### src/rtl/led_pkg.sv
// Shared definitions for the LED trail PWM output stage.
// gamma_map is referenced only when LED_GAMMA_EN is defined.
package led_pkg;

  localparam int unsigned LVL_W_DEF = 4;

  function automatic int unsigned lvl_max(input int unsigned width);
    return (32'd1 << width) - 32'd1;
  endfunction

  // Quadratic brightness map: keeps e(0)=0 and e(MAX)=MAX and is monotonic.
  function automatic int unsigned gamma_map(input int unsigned lvl, input int unsigned width);
    int unsigned sq;
    sq = (lvl * lvl) + lvl_max(width);
    return sq >> width;
  endfunction

endpackage

### src/rtl/led_fade_cell.sv
// One LED lane: brightness level register, fade rule and registered PWM compare.
// LED_GAMMA_EN selects the quadratic brightness map; otherwise the level drives PWM linearly.
module led_fade_cell
  import led_pkg::*;
#(
  parameter int unsigned LVL_W = LVL_W_DEF
) (
  input  logic             clk_i,
  input  logic             rst_i,
  input  logic             en_i,
  input  logic             tick_i,
  input  logic [LVL_W-1:0] pcnt_i,
  input  logic             pattern_i,
  output logic             led_o
);

  localparam logic [LVL_W-1:0] MAX = LVL_W'(lvl_max(LVL_W));

  logic [LVL_W-1:0] lvl_q;
  logic [LVL_W-1:0] lvl_d;
  logic             led_q;
  logic             led_d;
  logic [LVL_W-1:0] eff_s;

`ifdef LED_GAMMA_EN
  assign eff_s = LVL_W'(gamma_map(32'(lvl_q), LVL_W));
`else
  assign eff_s = lvl_q;
`endif

  // Pattern reloads full brightness and wins over the fade tick; fading stops at zero.
  always_comb begin
    lvl_d = lvl_q;
    led_d = 1'b0;
    if (en_i) begin
      if (pattern_i) begin
        lvl_d = MAX;
      end else if (tick_i && (lvl_q != {LVL_W{1'b0}})) begin
        lvl_d = lvl_q - LVL_W'(1);
      end else begin
        lvl_d = lvl_q;
      end
      led_d = (eff_s > pcnt_i);
    end else begin
      lvl_d = lvl_q;
      led_d = 1'b0;
    end
  end

  always_ff @(posedge clk_i) begin
    if (rst_i) begin
      lvl_q <= {LVL_W{1'b0}};
      led_q <= 1'b0;
    end else begin
      lvl_q <= lvl_d;
      led_q <= led_d;
    end
  end

  assign led_o = led_q;

endmodule

### src/rtl/led_trail_pwm.sv
// LED comet-tail output stage: shared decay timer and PWM counter feeding one fade cell per LED.
// Optional build macro LED_GAMMA_EN enables gamma-corrected brightness in every cell.
module led_trail_pwm
  import led_pkg::*;
#(
  parameter int unsigned BITS      = 10,
  parameter int unsigned LVL_W     = LVL_W_DEF,
  parameter int unsigned DECAY_CYC = 1000
) (
  input  logic            clk,
  input  logic            rst,
  input  logic            en,
  input  logic [BITS-1:0] pattern,
  output logic [BITS-1:0] led
);

  localparam int unsigned      DW    = $clog2(DECAY_CYC + 1);
  localparam logic [DW-1:0]    DLAST = DW'(DECAY_CYC - 1);
  localparam logic [LVL_W-1:0] PLAST = LVL_W'(lvl_max(LVL_W) - 1);

  logic [DW-1:0]    dcnt_q;
  logic [DW-1:0]    dcnt_d;
  logic [LVL_W-1:0] pcnt_q;
  logic [LVL_W-1:0] pcnt_d;
  logic             tick_s;

  assign tick_s = (dcnt_q == DLAST);

  // Both counters freeze while disabled and resume from the held values.
  always_comb begin
    dcnt_d = dcnt_q;
    pcnt_d = pcnt_q;
    if (en) begin
      dcnt_d = tick_s ? {DW{1'b0}} : (dcnt_q + DW'(1));
      pcnt_d = (pcnt_q == PLAST) ? {LVL_W{1'b0}} : (pcnt_q + LVL_W'(1));
    end else begin
      dcnt_d = dcnt_q;
      pcnt_d = pcnt_q;
    end
  end

  always_ff @(posedge clk) begin
    if (rst) begin
      dcnt_q <= {DW{1'b0}};
      pcnt_q <= {LVL_W{1'b0}};
    end else begin
      dcnt_q <= dcnt_d;
      pcnt_q <= pcnt_d;
    end
  end

  for (genvar i = 0; i < BITS; i++) begin : g_cell
    led_fade_cell #(
      .LVL_W(LVL_W)
    ) u_cell (
      .clk_i    (clk),
      .rst_i    (rst),
      .en_i     (en),
      .tick_i   (tick_s),
      .pcnt_i   (pcnt_q),
      .pattern_i(pattern[i]),
      .led_o    (led[i])
    );
  end

endmodule
### config.mk
export PLATFORM = sky130hd
export DESIGN_NAME = led_trail_pwm
export DESIGN_NICKNAME = d
export VERILOG_FILES = /design/src/rtl/led_pkg.sv /design/src/rtl/led_fade_cell.sv /design/src/rtl/led_trail_pwm.sv
export SDC_FILE = /design/constraint.sdc
export NUM_CORES = 1
export LEC_CHECK = 0
export CORE_ASPECT_RATIO = 0.7
export CORE_UTILIZATION = 34
export DETAILED_ROUTE_END_ITERATION = 10
export PLACE_DENSITY = 0.51
export SYNTH_ARGS = -nofsm -noshare
export SYNTH_HDL_FRONTEND = slang
export SYNTH_SLANG_ARGS = --single-unit
export TNS_END_PERCENT = 20
### constraint.sdc
create_clock -name clk -period 2.6 [get_ports clk]
set_input_delay 0.52 -clock clk [delete_from_list [all_inputs] [get_ports clk]]
set_output_delay 0.52 -clock clk [all_outputs]
set_load 0.01 [all_outputs]
==> summary.md, run 1 <==
| Metric | Value |
|---|---|
| Status | `finished clean` |
| Post-synth EDFFs | `0` |
| Tcrit/Tclk final | `0.744` |
| Max Slew Vio Count | `0` |
| Clk_skew | `6.14 ps` |
| Core area | `0.0111 mm2` |
| # Post-CTS Setup Buffers | `0` |
| Routed vias | `3,248` |
| GRT Total Usage | `0.160` |
| Largest net degree at the start of global routing | `41` |
| CTS tree | `yes` |
| Worst Path Max Fanout | `40` |
| Crit start category | `flop` |
| Die X | `130 um` |
| Clock-pin slew on the worst setup and hold paths | `50 ps` |
| Yosys warnings | `0` |
| Final setup vio count | `0` |
| Post_cts resized | `0` |
| Die Area | `0.0119 mm2` |
| Clk buf depth | `2` |
| Syn nets | `523` |
| Top_reg_cell synth | `dfxtp_1` |
| Grt total ovfl | `0` |
| Routed Antenna Nets | `0` |
| Post-Syn Area per Cell | `8.48 um2` |
| Critical R2R Launch | `dcnt_q[0]` |
| H-tree levels | `3` |
| XOR/XNOR Fraction of Synth Area | `0.0202` |
| Number of global-route vias before repair | `3,039` |
| Reg2reg path depth | `7` |
| IO buf count | `22` |
| Starting Density | `0.351` |
| Max rail drop VDD | `0.000357 V` |
| Initial DRT Pass Iterations | `4` |
| Syn Std Cell Area | `0.00389 mm2` |
| Post-synthesis register bit count | `64` |
| Adder-cell share of the synthesized area | `0.164` |
| Hold path cells | `1` |
| RSZ-0062 raised after global routing | `no` |
| Gpl congestion | `0.788` |
| Cells after synthesis | `459` |
| Setup TNS | `0 ps` |
| Minimum clock period | `1940 ps` |
| Fin Hold WS | `490 ps` |
| Rows | `32` |
| Die Y | `91.5 um` |
| Max_slew headroom | `0.527` |
| Largest family of logic cells by synthesized area | `simple AND/OR/NAND/NOR gates` |
| Post-DP Area | `0.00422 mm2` |
| DRC | `0` |
| Clock Sinks | `64` |
| Critical path capture point type | `flop` |
| Post-Synth Simple-Gate Area | `0.222` |
| WL/cell | `13.9 um` |
| Clk_lat worst skew | `330 ps` |
| Share of cells above drive strength 1 | `0.0958` |
| Hold Startpoint | `g_cell[5].u_cell.eff_s[0]` |
| Final Hold Viols | `0` |
| Detailed Place HPWL | `6080 um` |
| Tightest Pin Transition | `708 ps` |
| Root Driver | `clkbuf_16` |
| Synth Area in Compound Gates | `0.183` |
| Final-layout fill cell count | `1,145` |
| Hold endpoint | `g_cell[5].u_cell.eff_s[0]` |
| Design Power | `2.76 mW` |
| Pre-CTS WS | `332 ps` |
| CTS buffer count | `9` |
| Setup ws final | `665 ps` |
| Sequential area share after synthesis | `0.329` |
| Yosys top cell area share | `0.329` |
| Max-cap violations | `0` |
| Final wirelength | `8780 um` |
| Area leader, netlist | `dfxtp_1` |
| Crit path arrival time | `2170 ps` |
| # hold bufs at CTS | `0` |
| Largest cells by area after synthesis | `dfxtp_1, ha_1, a211oi_1` |
| Vias per Instance | `5.13` |
| CP Data Required Time | `2830 ps` |
| Final instance area | `0.00452 mm2` |
| Mux contribution to synthesized area | `0.00257` |
| WS Path Type | `reg2reg` |
| Area delta synth->final | `16.2%` |
| N_diodes | `0` |
| Reg2reg end | `g_cell[2].u_cell.eff_s[3]` |
| Worst reg-to-reg setup slack | `660 ps` |
| First-pass GRT wire length | `14,600 um` |
| Starting DRT DRC Count | `89` |
| Ys async rst share | `0` |
| Number of antenna violations at the first check in global routing | `0` |
| Power per cell area | `611 mW/mm2` |
| Static leakage | `1.78 nW` |
| Worst hold path class | `reg2reg` |
| Unique cell type count in the Yosys netlist | `44` |
| Fmax | `517 MHz` |
| Final net count | `539` |
| I/O pins | `23` |
kinds of logic after synthesis:
kind of cell               count (synthesis)
and+or+nand+nor                          166
AOI/OAI and AO/OA                        102
buffers and inverters                     66
DFF                                       64
adders and majority gates                 51
xor gates and xnor gates                   9
muxes                                      1
cell type report:
class / instances / area (um2) / share of cell area
clock buffer: 13 / 260 / 0.0575
clock inverter: 3 / 40.0 / 0.00885
inverter: 40 / 150 / 0.0332
multi-input combinational: 329 / 2310 / 0.510
sequential: 64 / 1280 / 0.283
tap: 153 / 191 / 0.0423
timing repair buffer: 31 / 295 / 0.0653
power breakdown:
part / switching [mW] / leakage, nW / internal [mW]
clock network: 0.434 / 0.150 / 0.791
logic: 0.226 / 1.11 / 0.206
registers: 0.0614 / 0.527 / 1.04
total: 0.722 / 1.78 / 2.04
worst max path at each step:
stage / startpoint / end / slack, ps / cells past startpoint
floorplan: dcnt_q[0] / g_cell[1].u_cell.eff_s[1] / 880 / 7
global placement: en / g_cell[9].u_cell.eff_s[2] / 370 / 7
CTS: dcnt_q[0] / g_cell[1].u_cell.eff_s[3] / 650 / 7
finish: dcnt_q[0] / g_cell[2].u_cell.eff_s[3] / 660 / 7
detailed placement: en / g_cell[1].u_cell.eff_s[3] / 330 / 7
global route: dcnt_q[0] / g_cell[1].u_cell.eff_s[3] / 440 / 7
worst max-delay path, stage by stage, from the launching register on:
cell and delay, ps:
dfxtp_1 410, ha_1 260, and4bb_2 300, nand3_2 100, buf_12 200, nor3_1 180
o21ai_0 90, a211oi_1 290
metal layers:
metal	vias to the layer above	GRT usage	part of all wire
met2	37	0.253	0.42
met1	1491	0.209	0.53
met5	-	0	0
met3	10	0.0407	0.030
met4	0	0.0523	0.011
li1	1710	-	-
flip-flops by register name, summed over array words and instances (netlist names):
| name | cells |
|---|---|
| pcnt_q | 4 |
| dcnt_q | 10 |
| g_cell.u_cell.led_o | 10 |
| g_cell.u_cell.eff_s | 40 |
Yosys cell counts (all sizes together), types with 7 or more instances:
cell    number
a211oi      24
a21oi       29
a311oi      10
buf         19
clkbuf       7
dfxtp       64
ha          51
inv         40
nand2       24
nand3       13
nand4        7
nor2        38
nor3        33
nor3b        8
nor4         7
o21ai       16
or3         10
cells in the final DEF, fill, tap and decap left out, drive strengths merged, types with 6 or more instances in the layout:
| cell type | count |
|---|---|
| dfxtp | 64 |
| nor2 | 38 |
| a211oi | 24 |
| xnor2 | 6 |
| o221a | 6 |
| nor3b | 8 |
| inv | 40 |
| clkdlybuf4s50 | 21 |
| o22ai | 6 |
| buf | 10 |
| nand3 | 13 |
| a311oi | 10 |
| ha | 51 |
| or3 | 10 |
| nand2 | 24 |
| nand4 | 7 |
| nor4 | 7 |
| nor3 | 33 |
| clkbuf | 13 |
| a21oi | 29 |
| o21ai | 16 |
metrics by stage:
step / std cells / util
4_1_cts: 633 / 0.408
5_1_grt: 633 / 0.408
6_report: 633 / 0.408
2_1_floorplan: 459 / -
3_3_place_gp: 617 / 0.381
3_5_place_dp: 617 / 0.381
No activity file was read; power rests on OpenSTA's default activity.
==> inputs of run 2 (changes only) <==
PLACE_DENSITY = 0.53   (was 0.51)
clock period = 1.6 ns   (was 2.6 ns; I/O delays follow)
==> summary.md, run 2 (same netlist as run 1, synthesis figures left out) <==
| Metric | Value |
|---|---|
| Static leakage | `2.11 nW` |
| Tcrit/Tclk final | `1.06` |
| Critical R2R Launch | `dcnt_q[1]` |
| Rows | `32` |
| Layout Cells excl Fill | `686` |
| N_diodes | `0` |
| Starting Density | `0.351` |
| Most frequent cells in the layout | `dfxtp_1, buf_4, ha_1, inv_1, nor2_1` |
| Fin Hold WS | `464 ps` |
| CTS tree | `yes` |
| Most common cell after layout, fill and taps aside | `dfxtp_1` |
| Final setup vio count | `12` |
| Max-cap violations | `0` |
| Worst Path Max Fanout | `33` |
| Die X | `130 um` |
| RSZ-0062 raised after global routing | `yes` |
| Design Power | `4.97 mW` |
| Clk buf depth | `2` |
| Setup TNS | `-549 ps` |
| CP max-delay cell | `dfxtp_2` |
| Clock Sinks | `64` |
| # hold bufs at CTS | `0` |
| Grt total ovfl | `0` |
| CP Data Required Time | `1830 ps` |
| Reg2reg path depth | `7` |
| Root Driver | `clkbuf_16` |
| Tightest Pin Transition | `422 ps` |
| Reg2reg end | `g_cell[4].u_cell.eff_s[2]` |
| Final wirelength | `9370 um` |
| Critical path capture point type | `flop` |
| DRC | `0` |
| Max Slew Vio Count | `0` |
| H-tree levels | `3` |
| Worst hold path class | `in2reg` |
| Hold path cells | `3` |
| Utilization after layout | `0.466` |
| Max rail drop VDD | `0.000608 V` |
| Hold Startpoint | `rst` |
| Power per cell area | `961 mW/mm2` |
| Number of global-route vias before repair | `3,431` |
| IO buf count | `22` |
| Clk_skew | `7.41 ps` |
| Dpl cells | `668` |
| Fmax | `592 MHz` |
| Worst reg-to-reg setup slack | `-90 ps` |
| Initial DRT Pass Iterations | `4` |
| Status | `complete, but fails checks` |
| Number of antenna violations at the first check in global routing | `0` |
| Hold endpoint | `pcnt_q[0]` |
| GRT Total Usage | `0.173` |
| Worst path max stage delay | `350 ps` |
| WL/cell | `13.7 um` |
| Area delta synth->final | `32.8%` |
| Max_slew headroom | `0.718` |
| Routed vias | `3,503` |
| Die Y | `91.5 um` |
| Core area | `0.0111 mm2` |
| I/O pins | `23` |
| Setup ws final | `-90.2 ps` |
| Largest register FFs | `40` |
| Crit path arrival time | `1920 ps` |
| Worst path cell trace | `ha_4 -> and4bb_2 -> nand3_2 -> buf_12 -> o21ai_2 -> a21oi_1 -> a311oi_1` |
| Largest net degree at the start of global routing | `34` |
| Minimum clock period | `1690 ps` |
| Final net count | `592` |
| Routed Antenna Nets | `0` |
| Vias per Instance | `5.11` |
| Detailed Place HPWL | `6740 um` |
| First-pass GRT wire length | `16,000 um` |
| Share of cells above drive strength 1 | `0.246` |
| Starting DRT DRC Count | `111` |
| Die Area | `0.0119 mm2` |
| Clock-pin slew on the worst setup and hold paths | `60 ps` |
| WS Path Type | `reg2reg` |
| CTS buffer count | `9` |
| Final Hold Viols | `0` |
| Clk_lat worst skew | `330 ps` |
| Gpl congestion | `0.795` |
| Crit start category | `flop` |
| Failing checks | `setup timing` |
## run 2: cell count changes in the layout (fill, tap and decap cells not counted), moves of 4 or more
cell,change
dfxtp_2,+5
nor3_2,+4
buf_4,+50
dfxtp_1,-5
nor3_1,-5
## run 2: worst max path at each step
stage / start / end / slack [ps] / cells past startpoint
after floorplan: dcnt_q[1] / g_cell[9].u_cell.eff_s[2] / -0.06 / 7
after global placement: en / g_cell[7].u_cell.eff_s[2] / -320 / 7
after detailed placement: en / g_cell[9].u_cell.eff_s[2] / -330 / 7
after CTS: dcnt_q[1] / g_cell[7].u_cell.eff_s[2] / -80 / 7
after global routing: dcnt_q[1] / g_cell[4].u_cell.eff_s[2] / -190 / 7
final: dcnt_q[1] / g_cell[4].u_cell.eff_s[2] / -90 / 7
## run 2: final cells by class
type	count	area, um2
flip-flops and latches	64	1290
clock buffers	11	253
clock inverters	5	103
fillers	1074	5920
multi-input cells	329	2460
inverters	40	150
repair buffers	84	731
well taps	153	191
## run 2: what timing repair did
| action | in CTS | in global routing |
|---|---|---|
| buffers inserted | 1 | 1 |
| endpoints found under the setup margin | 32 | 51 |
| hold endpoints to repair | 0 | 0 |
| pin swaps | 12 | 13 |
| gates resized for setup | 6 | 27 |
## run 2: critical path, delay by kind of cell (launching register included)
family	cells	cell delay (ps)
buffers and inverters	1	180
flip-flops	1	350
AND/OR/NAND/NOR	2	340
adder cells (fa/ha/maj)	1	140
AO/OA/AOI/OAI	3	580
## run 2: power by group
group          switching [mW]  total [mW]  internal, mW
clock                   0.732        2.34          1.60
sequential             0.0818        1.78          1.70
combinational           0.431       0.857         0.426
total                    1.24        4.97          3.73
## run 2: stage by stage
step	area, um2	worst slack, ps
global placement	4680	-320
finish	5170	-90.2
floorplan	3930	-0.0605
CTS	5060	-79.7
detailed placement	4680	-331
global route	5170	-192
## run 2: per-layer routing
metal  share of wire  global-route usage
met4           0.011              0.0523
met1            0.49               0.225
met3           0.032              0.0395
met5               0                   0
met2            0.47               0.281
==> inputs of run 3 (changes only) <==
CELL_PAD_IN_SITES_DETAIL_PLACEMENT = 0   (was default)
CELL_PAD_IN_SITES_GLOBAL_PLACEMENT = 2   (was default)
CORE_UTILIZATION = 33   (was 34)
PLACE_DENSITY = 0.77   (was 0.53)
==> summary.md, run 3 (same netlist as run 1, synthesis figures left out) <==
| Metric | Value |
|---|---|
| Minimum clock period | `1720 ps` |
| Cell family with most CP delay | `simple AND/OR/NAND/NOR gates` |
| Failing checks | `setup timing` |
| Largest net degree at the start of global routing | `30` |
| Final Hold Viols | `0` |
| N_diodes | `0` |
| Die X | `132 um` |
| Crit path depth | `7` |
| Setup ws final | `-120 ps` |
| Final setup vio count | `28` |
| Reg2reg path depth | `7` |
| Final wirelength | `9590 um` |
| Clk buf depth | `2` |
| GRT Total Usage | `0.168` |
| Vias per Instance | `5.08` |
| CTS buffer count | `9` |
| Grt total ovfl | `0` |
| Clk_skew | `4.00 ps` |
| Setup TNS | `-1240 ps` |
| Number of antenna violations at the first check in global routing | `0` |
| H-tree levels | `3` |
| Layout Cells excl Fill | `685` |
| CP max-delay cell | `dfxtp_2` |
| Setup crit start | `dcnt_q[1]` |
| Largest register FFs | `40` |
| Most common cell after layout, fill and taps aside | `dfxtp_1` |
| Clk_lat worst skew | `330 ps` |
| Core area | `0.0113 mm2` |
| WL/cell | `14.0 um` |
| I/O pins | `23` |
| Max Slew Vio Count | `0` |
| Final net count | `591` |
| Worst setup path end | `g_cell[9].u_cell.eff_s[2]` |
| Rows | `32` |
| Clock-pin slew on the worst setup and hold paths | `50 ps` |
| Worst hold path class | `in2reg` |
| Area delta synth->final | `32.1%` |
| Root Driver | `clkbuf_16` |
| Most frequent cells in the layout | `dfxtp_1, buf_4, ha_1, inv_1, nor2_1` |
| Max rail drop VDD | `0.000503 V` |
| Power per cell area | `859 mW/mm2` |
| Critical path capture point type | `flop` |
| Max_slew headroom | `0.643` |
| RSZ-0062 raised after global routing | `yes` |
| IO buf count | `22` |
| Worst Path Max Fanout | `26` |
| Pre-CTS WS | `-409 ps` |
| Clock Sinks | `64` |
| CP Data Required Time | `1800 ps` |
| Routed Antenna Nets | `0` |
| Worst reg-to-reg setup slack | `-120 ps` |
| Die Y | `92.9 um` |
| Worst path cell trace | `ha_4 -> and4bb_2 -> nand3_4 -> buf_12 -> or3_4 -> a21oi_2 -> a311oi_1` |
| Initial DRT Pass Iterations | `4` |
| Tightest Pin Transition | `534 ps` |
| Share of cells above drive strength 1 | `0.246` |
| Static leakage | `2.09 nW` |
| Detailed Place HPWL | `6800 um` |
| Dpl cells | `666` |
| Die Area | `0.0122 mm2` |
| WS Path Type | `reg2reg` |
| CTS tree | `yes` |
| Final-layout fill cell count | `1,084` |
| Number of global-route vias before repair | `3,347` |
| Tcrit/Tclk final | `1.08` |
| First-pass GRT wire length | `16,300 um` |
| Crit start category | `flop` |
| Starting DRT DRC Count | `113` |
| Worst path max stage delay | `350 ps` |
| Crit path arrival time | `1920 ps` |
| Buf/Inv on CP | `1` |
| Critical R2R Launch | `dcnt_q[1]` |
| Reg2reg end | `g_cell[9].u_cell.eff_s[2]` |
| Fmax | `581 MHz` |
| Max-cap violations | `0` |
| Routed vias | `3,477` |
| Status | `complete, but fails checks` |
| Gpl congestion | `0.779` |
| DRC | `0` |
| Starting Density | `0.346` |
run 3: cell type report:
class / instances / area (um2) / area share
multi-input combinational: 329 / 2510 / 0.489
clock buffer: 12 / 246 / 0.0479
inverter: 40 / 154 / 0.0299
tap: 153 / 191 / 0.0372
sequential: 64 / 1280 / 0.250
clock inverter: 4 / 20.0 / 0.00389
timing repair buffer: 83 / 731 / 0.142
run 3: how the worst min path moves through the flow:
stage,start,to,slack (ps),cells after the start
global placement,g_cell[3].u_cell.eff_s[0],g_cell[3].u_cell.eff_s[0],480,1
floorplan,g_cell[0].u_cell.eff_s[0],g_cell[0].u_cell.eff_s[0],450,1
CTS,rst,g_cell[7].u_cell.eff_s[0],260,2
detailed placement,g_cell[3].u_cell.eff_s[0],g_cell[3].u_cell.eff_s[0],470,1
global route,rst,g_cell[7].u_cell.eff_s[1],280,2
finish,rst,g_cell[7].u_cell.eff_s[0],280,2
run 3: report_power, final:
| part | internal (mW) | total, mW | switching, mW | leakage [nW] |
|---|---|---|---|---|
| registers | 1.70 | 1.78 | 0.0857 | 0.528 |
| logic | 0.429 | 0.862 | 0.433 | 1.43 |
| clock network | 1.08 | 1.77 | 0.694 | 0.136 |
run 3: layer usage:
metal  GRT usage  routed length (um)
met5           0                   0
met1       0.210                4730
met2       0.278                4440
met3      0.0487                 324
met4      0.0552                 104
run 3: through the flow:
step                utilization  area (um2)  total power, mW  hold slack (ps)
finish                    0.457        5140             4.42              280
global route              0.457        5140             4.69              281
CTS                       0.442        4970             4.44              263
detailed placement        0.412        4640             2.62              475
global placement          0.412        4640             2.60              483
floorplan                     -        3930             2.33              453
run 3: what timing repair did:
item	in CTS	in global routing
setup endpoints to repair	39	58
gates resized for setup	9	35
hold buffers	0	0
pin swaps	5	13
setup buffers	1	2
